[src/rtl/rv32i_mc_pkg.sv]
// Shared constants for the RV32I multi-cycle core: opcodes, control FSM
// states, datapath select encodings and the opcode dispatch helper.
package rv32i_mc_pkg;

  localparam logic [6:0] OP_LOAD   = 7'b0000011;
  localparam logic [6:0] OP_STORE  = 7'b0100011;
  localparam logic [6:0] OP_R      = 7'b0110011;
  localparam logic [6:0] OP_I      = 7'b0010011;
  localparam logic [6:0] OP_JAL    = 7'b1101111;
  localparam logic [6:0] OP_JALR   = 7'b1100111;
  localparam logic [6:0] OP_BRANCH = 7'b1100011;
  localparam logic [6:0] OP_LUI    = 7'b0110111;
  localparam logic [6:0] OP_AUIPC  = 7'b0010111;

  typedef enum logic [3:0] {
    S_FETCH, S_DECODE, S_MEMADR, S_MEMREAD, S_MEMWB, S_MEMWRITE,
    S_EXEC_R, S_EXEC_I, S_UPPER, S_ALUWB, S_JAL, S_JALR, S_JAL_LINK,
    S_BRANCH, S_TRAP
  } state_t;

  localparam logic [1:0] SRCA_PC    = 2'b00;
  localparam logic [1:0] SRCA_OLDPC = 2'b01;
  localparam logic [1:0] SRCA_RS1   = 2'b10;
  localparam logic [1:0] SRCA_ZERO  = 2'b11;

  localparam logic [1:0] SRCB_RS2  = 2'b00;
  localparam logic [1:0] SRCB_IMM  = 2'b01;
  localparam logic [1:0] SRCB_FOUR = 2'b10;

  localparam logic [1:0] ALUOP_ADD   = 2'b00;
  localparam logic [1:0] ALUOP_BR    = 2'b01;
  localparam logic [1:0] ALUOP_FUNCT = 2'b10;

  localparam logic [1:0] RES_ALUOUT = 2'b00;
  localparam logic [1:0] RES_MEM    = 2'b01;
  localparam logic [1:0] RES_ALU    = 2'b10;

  function automatic state_t decode_op(input logic [6:0] op);
    case (op)
      OP_LOAD, OP_STORE: decode_op = S_MEMADR;
      OP_R:              decode_op = S_EXEC_R;
      OP_I:              decode_op = S_EXEC_I;
      OP_JAL:            decode_op = S_JAL;
      OP_JALR:           decode_op = S_JALR;
      OP_BRANCH:         decode_op = S_BRANCH;
      OP_LUI, OP_AUIPC:  decode_op = S_UPPER;
      default:           decode_op = S_TRAP;
    endcase
  endfunction

endpackage

[src/rtl/rv32i_mc_control_fsm.sv]
// Main control FSM of the RV32I multi-cycle core: sequences fetch, decode,
// execute, memory and writeback, one instruction at a time.
module rv32i_mc_control_fsm
  import rv32i_mc_pkg::*;
(
  input  logic       clk,
  input  logic       rst,
  input  logic [6:0] opcode,
  input  logic       branch_taken,
  input  logic       mem_ready,
  output logic       mem_req,
  output logic       MemWrite,
  output logic       AdrSrc,
  output logic       IRwrite,
  output logic       PCwrite,
  output logic       RegWrite,
  output logic [1:0] ALUSrcA,
  output logic [1:0] ALUSrcB,
  output logic [1:0] ALUOp,
  output logic [1:0] ResultSrc,
  output logic       trap
);

  state_t state, state_nx;

  always_ff @(posedge clk or negedge rst) begin
    if (!rst) state <= S_FETCH;
    else      state <= state_nx;
  end

  // Decode is qualified by rst so nothing fires while reset is held.
  always_comb begin
    state_nx  = state;
    mem_req   = 1'b0;
    MemWrite  = 1'b0;
    AdrSrc    = 1'b0;
    IRwrite   = 1'b0;
    PCwrite   = 1'b0;
    RegWrite  = 1'b0;
    ALUSrcA   = SRCA_PC;
    ALUSrcB   = SRCB_RS2;
    ALUOp     = ALUOP_ADD;
    ResultSrc = RES_ALUOUT;
    trap      = 1'b0;
    if (rst) begin
      case (state)
        S_FETCH: begin
          mem_req   = 1'b1;
          ALUSrcA   = SRCA_PC;
          ALUSrcB   = SRCB_FOUR;
          ResultSrc = RES_ALU;
          if (mem_ready) begin
            IRwrite  = 1'b1;
            PCwrite  = 1'b1;
            state_nx = S_DECODE;
          end
        end
        S_DECODE: begin
          ALUSrcA  = SRCA_OLDPC;
          ALUSrcB  = SRCB_IMM;
          state_nx = decode_op(opcode);
        end
        // The IR holds the opcode stable after fetch, so later states may reuse it.
        S_MEMADR: begin
          ALUSrcA  = SRCA_RS1;
          ALUSrcB  = SRCB_IMM;
          state_nx = (opcode == OP_STORE) ? S_MEMWRITE : S_MEMREAD;
        end
        S_MEMREAD: begin
          mem_req = 1'b1;
          AdrSrc  = 1'b1;
          if (mem_ready) state_nx = S_MEMWB;
        end
        S_MEMWB: begin
          ResultSrc = RES_MEM;
          RegWrite  = 1'b1;
          state_nx  = S_FETCH;
        end
        S_MEMWRITE: begin
          mem_req  = 1'b1;
          MemWrite = 1'b1;
          AdrSrc   = 1'b1;
          if (mem_ready) state_nx = S_FETCH;
        end
        S_EXEC_R: begin
          ALUSrcA  = SRCA_RS1;
          ALUSrcB  = SRCB_RS2;
          ALUOp    = ALUOP_FUNCT;
          state_nx = S_ALUWB;
        end
        S_EXEC_I: begin
          ALUSrcA  = SRCA_RS1;
          ALUSrcB  = SRCB_IMM;
          ALUOp    = ALUOP_FUNCT;
          state_nx = S_ALUWB;
        end
        S_UPPER: begin
          ALUSrcA  = (opcode == OP_LUI) ? SRCA_ZERO : SRCA_OLDPC;
          ALUSrcB  = SRCB_IMM;
          state_nx = S_ALUWB;
        end
        S_ALUWB: begin
          RegWrite = 1'b1;
          state_nx = S_FETCH;
        end
        // Target was left in ALUOut by decode; ALU meanwhile forms the link.
        S_JAL: begin
          ALUSrcA  = SRCA_OLDPC;
          ALUSrcB  = SRCB_FOUR;
          PCwrite  = 1'b1;
          state_nx = S_ALUWB;
        end
        S_JALR: begin
          ALUSrcA   = SRCA_RS1;
          ALUSrcB   = SRCB_IMM;
          ResultSrc = RES_ALU;
          PCwrite   = 1'b1;
          state_nx  = S_JAL_LINK;
        end
        S_JAL_LINK: begin
          ALUSrcA  = SRCA_OLDPC;
          ALUSrcB  = SRCB_FOUR;
          state_nx = S_ALUWB;
        end
        S_BRANCH: begin
          ALUSrcA  = SRCA_RS1;
          ALUSrcB  = SRCB_RS2;
          ALUOp    = ALUOP_BR;
          PCwrite  = branch_taken;
          state_nx = S_FETCH;
        end
        S_TRAP: begin
          trap     = 1'b1;
          state_nx = S_TRAP;
        end
        default: state_nx = S_TRAP;
      endcase
    end
  end

endmodule

[config.mk]
export PLATFORM = sky130hd
export DESIGN_NAME = rv32i_mc_control_fsm
export DESIGN_NICKNAME = d
export VERILOG_FILES = /design/src/rtl/rv32i_mc_pkg.sv /design/src/rtl/rv32i_mc_control_fsm.sv
export SDC_FILE = /design/constraint.sdc
export NUM_CORES = 1
export LEC_CHECK = 0
export ABC_AREA = 1
export CAP_MARGIN = 20
export CORE_UTILIZATION = 48
export CTS_BUF_LIST = sky130_fd_sc_hd__clkbuf_8
export DETAILED_ROUTE_END_ITERATION = 10
export PLACE_DENSITY = 0.94
export REMOVE_ABC_BUFFERS = 1
export SYNTH_ARGS = -nofsm -noshare
export SYNTH_HDL_FRONTEND = slang
export SYNTH_SLANG_ARGS = --single-unit
[constraint.sdc]
create_clock -name clk -period 2.51 [get_ports clk]
set_input_delay 0.251 -clock clk [delete_from_list [all_inputs] [get_ports clk]]
set_output_delay 0.251 -clock clk [all_outputs]
set_load 0.01 [all_outputs]
* Word level (Yosys, flattened, before mapping)
Index checks and enable logic that the tools add are counted.
** Cells by class
- Equal/unequal tests :: 26
- Muxes and demuxes :: 30
- Reductions and logical operators :: 16
** Operator list (number)
- one-hot mux 4 bit (8 select lines) :: 1
- == test 4 bit, second input constant :: 7
- one-hot mux 4 bit (7 select lines) :: 1
- == test 7 x 6 -> 1 bit, second input constant :: 3
- == test 7 bit, second input constant :: 3
- == test 4 x 3 -> 1 bit, second input constant :: 4
- OR reduction 5 bit :: 3
- == test 7 x 5 -> 1 bit, second input constant :: 2
- 2-to-1 mux 1 bit :: 14
- OR reduction 2 bit :: 7
- 2-to-1 mux 4 bit :: 3
- one-hot mux 2 bit (2 select lines) :: 3
- OR reduction 3 bit :: 4
- 2-to-1 mux 2 bit :: 5
- == test 4 x 2 -> 1 bit, second input constant :: 2
- == test 7 x 2 -> 1 bit, second input constant :: 1
- != test 2 bit, second input constant :: 3
- one-hot mux 2 bit (3 select lines) :: 1
- == test 4 x 1 -> 1 bit, second input constant :: 1
- logical NOT 4 bit :: 1
- AND reduction 4 bit :: 1
- 2-to-1 mux 3 bit :: 1
- one-hot mux 1 bit (3 select lines) :: 1
** Word-level totals
- Logic and storage cells :: 73
- Bits of input ports :: 11
- Output and inout bits :: 15
- Flip-flop bits (word level) :: 4

* Longest topological paths before layout
- Word-level depth :: 4
- Depth in mapped cells :: 10
- Gate-level depth less buffers :: 10

* Worst setup path after synthesis
Ideal clock, no wire load.
- Path kind :: register to output
- Start :: reg state[1]
- End :: out RegWrite
- Stages on the path, launching flop included :: 6
- Arrival :: 1.297 ns
- Required time :: 2.259 ns
- Buffers on the path :: 1
- Path slack :: 0.962 ns
- Cell sequence :: dfrtp_1 > buf_4 > inv_1 > nand2_2 > nor4_1 > a31o_2
** Between the ends
- Cells in the longest elaborated chain, start to end :: 4
- Elaborated cells on any way between the ends :: 5
- Classes of those cells :: 2 x eq/ne; 2 x mux; 1 x reduce/logical
** Ends and longest elaborated chain
- from (decl) :: line rv32i_mc_control_fsm.sv:24 : state_t state, state_nx;
- from (signal assigned) :: line rv32i_mc_control_fsm.sv:28 : else state <= state_nx;
- == test 4 bit or == test 4 x 3 -> 1 bit (tied branches) :: line rv32i_mc_control_fsm.sv:46 : case (state)
- OR reduction 2 bit (no source line) *
- 2-to-1 mux 1 bit * :: line rv32i_mc_control_fsm.sv:46
- 2-to-1 mux 1 bit * :: line rv32i_mc_control_fsm.sv:45 : if (rst) begin
- to (decl) :: line rv32i_mc_control_fsm.sv:16 : output logic RegWrite,
Every way passes the cells marked *; elsewhere a longest branch is shown, timed or not.

* Worst setup path in the final report
- Start :: in rst
- End :: out RegWrite
** Between the ends
- Cells in the longest elaborated chain, start to end :: 1
** Ends and longest elaborated chain
- from (decl) :: line rv32i_mc_control_fsm.sv:7 : input logic rst,
- 2-to-1 mux 1 bit :: line rv32i_mc_control_fsm.sv:45
No other way between the ends.

==> impl_results.md <==
- Seq. cell area: 100 sq um
- DR WL met2: about 960 um
- Slew @ Worst Pin: between 400 and 500 ps
- Sw power: roughly 480 uW
- Clk root buf: clkbuf_8
- Slew headroom: between 70 and 80%
- Top reg by flops: state
- Area delta synth->final: 45.2%
- Kind of critical path: in2out
- Gate power share: between 70% and 80%
- VDD IR-drop max: ~0.00065 V
- Detailed Route Iter0 Violations: 47
- HPWL after DPL: around 1600 um
- Post-Syn Area per Cell: between 5 and 6 sq um
- Cell Area, Synth: between 600 and 700 sq um
- Post CTS Setup Buffer Count: 0
- Yosys warns: 0
- First-pass GRT wire length: between 2000 and 3000 um
- Vias in the first global route: 680
- Register bit total from synthesis: 4
- PnR worst setup slack: about 180 ps
- Fillers: about 110
- Leak: 0.000450 uW
- Internal power: a little under 500 uW
- Fmax: ~430 MHz
- Fin Setup TNS: 0 ps
- Endpoint class of the critical path: primary output
- Clk Latency, worst-skew pair: around 210 ps
- Clk buf depth: 2
- Worst min path class: in2async
- Register area share after synthesis: about 15%
- Die ar.: around 0.0016 sq mm
- Post-Route Skew: slightly above 0.9 ps
- Buffers on Ports: 25
- Hold_buf cts: 0
- Pwr Total: around 960 uW
- Detail Route Antenna Nets: 0
- Sequential share of power: between 15 and 20%
- Crit path largest cell delay: 530 ps
- Net Sw Frac: 49.6%
- Final slew viol count: 0
- Fin. Hold Viols: 0
- Via/cell ratio: ~5.5
- CP max-delay cell: clkdlybuf4s50_1
- Unrepaired setup endpoints after global routing: no
- IO Count: 26
- Minimum clock period: around 2300 ps
- CTS tree: built
- Fin crit share: between 90 and 100%
- TritonCTS Buffers: 3
- Gr usage total: a little over a quarter
- Total number of H-tree levels: 1
- Die Y: just under 40 um
- Mapped Cells: roughly 130
- Number of flip-flops under the largest register name: 4
- Crit-path cells: clkdlybuf4s50_1, inv_1, nor4_1, a31o_2, clkdlybuf4s50_1
- # clock sinks: 4
- Total number of vias: ~940
- CP Data Required Time: about 2300 ps
- Worst-path clk slew: 30 ps
- Layout cell share with drive strength beyond 1: between 10% and 20%
- Fin nets: 167
- Post-layout util: roughly three quarters
- Setup WS pre-CTS: about 280 ps
- DRC: 0
- Status: complete, no violations
- Worst-path fanout max: 12
- Most used cell, CP: clkdlybuf4s50_1
- Area of the multi-input gates: about 500 sq um
- Die width: between 30 and 40 um
- Post-Route WL: about 1900 um
- MaxCap Viol Count: 0
- Largest net degree at the start of global routing: 13
- Detail Route met3 WL: 96 um
- Yosys cell types: 22
- Hold_ws: around 350 ps
- Grt ovf: 0
- Core area: between 0.001 and 0.0015 sq mm
- Post-CTS Resized: 0
- Routability Congestion: just over 0.9
- Top layer in use: met4
- Initial antenna violation count: 0
- Wire length per cell: 11.2 um
- Final setup viols: 0
- FP Rows: 13
- Worst setup SP type: input pin
- Pwr/cell area: a little under 1000 mW/mm^2
- First-pass iteration count of the detailed router: 4
- Clock power frac: between 10% and 20%
- Met1 WL: 822 um
- Critical Path AT: a little over 2000 ps
- Largest regs: state x4
- Initial core utilization: 52.1%
- ANT cells: 0
[cells in the final DEF, fill, tap and decap left out, types with 2 or more instances in the layout]
master,instances
nor3_1,4
o21ai_1,5
nand2_2,4
nor2_2,4
clkbuf_8,3
clkdlybuf4s50_1,25
nand2_1,32
inv_2,4
a21oi_1,4
nor2_1,23
inv_1,15
nand3b_1,2
nor2_4,2
dfrtp_1,4
nand3_1,15
[metrics by stage]
stage | cell area (sq um) | std cells
global route | 985 | 169
floorplan | 667 | 125
global placement | 943 | 166
detailed placement | 943 | 166
finish | 985 | 169
CTS | 985 | 169
[metal layers]
metal | GRT usage [%] | vias up
met5 | 0 | -
met4 | 10.3 | 0
met3 | 3.41 | 2
met2 | 43.4 | 38
met1 | 35.8 | 432
li1 | - | 464
[layout make-up]
type | count | share of cell area, %
clock buffer | 3 | 4.19
sequential | 4 | 10.2
timing repair buffer | 26 | 26.2
multi-input combinational | 102 | 50.3
tap | 15 | 1.91
inverter | 19 | 7.24
[worst max-delay path: cells and delay by family]
| kind | cells | cell delay (ps) |
|---|---|---|
| AOI/OAI and AO/OA | 1 | 180 |
| buffers and inverters | 3 | 1170 |
| and+or+nand+nor | 1 | 470 |
[power groups by stage]
stage                     logic [uW]  clock network, uW  registers, uW
after floorplan                  441                  0            144
after global placement           649                  0            155
after detailed placement         667                  0            154
after CTS                        669                136            154
after global routing             739                142            162
final                            674                131            157
[cell usage after synthesis, drive strengths merged]
cell type / instances / share of area (%)
a21oi: 5 / 4.2
a31o: 1 / 1.3
a31oi: 1 / 0.92
buf: 1 / 1.1
clkbuf: 1 / 0.55
dfrtp: 4 / 15
inv: 19 / 11
nand2: 36 / 21
nand3: 15 / 11
nand3b: 2 / 2.2
nand4: 1 / 1.8
nor2: 29 / 20
nor3: 4 / 3.0
nor3b: 1 / 1.8
nor4: 1 / 0.92
o21ai: 5 / 3.7
o22ai: 1 / 0.92
[kinds of logic (layout without fill, tap and decap cells)]
family	after synthesis	after routing	share of synthesized area, %
AOI/OAI and AO/OA	13	13	11.1
buffers and inverters	21	48	12.2
DFF	4	4	14.8
and+or+nand+nor	89	89	62.0
[final timing paths]
| path | depth (start not counted) | to | slack [ps] | startpoint |
|---|---|---|---|---|
| max in group asynchronous | 2 | state[0] | 2030 | rst |
| worst min-delay path | 2 | state[3] | 350 | rst |
| worst max register to register | 9 | state[0] | 1070 | state[1] |
| min in group clk | 2 | state[0] | 620 | state[0] |
| worst min register to register | 2 | state[0] | 620 | state[0] |
| worst max-delay path | 5 | RegWrite | 180 | rst |
(Power assumes the default switching activity.)
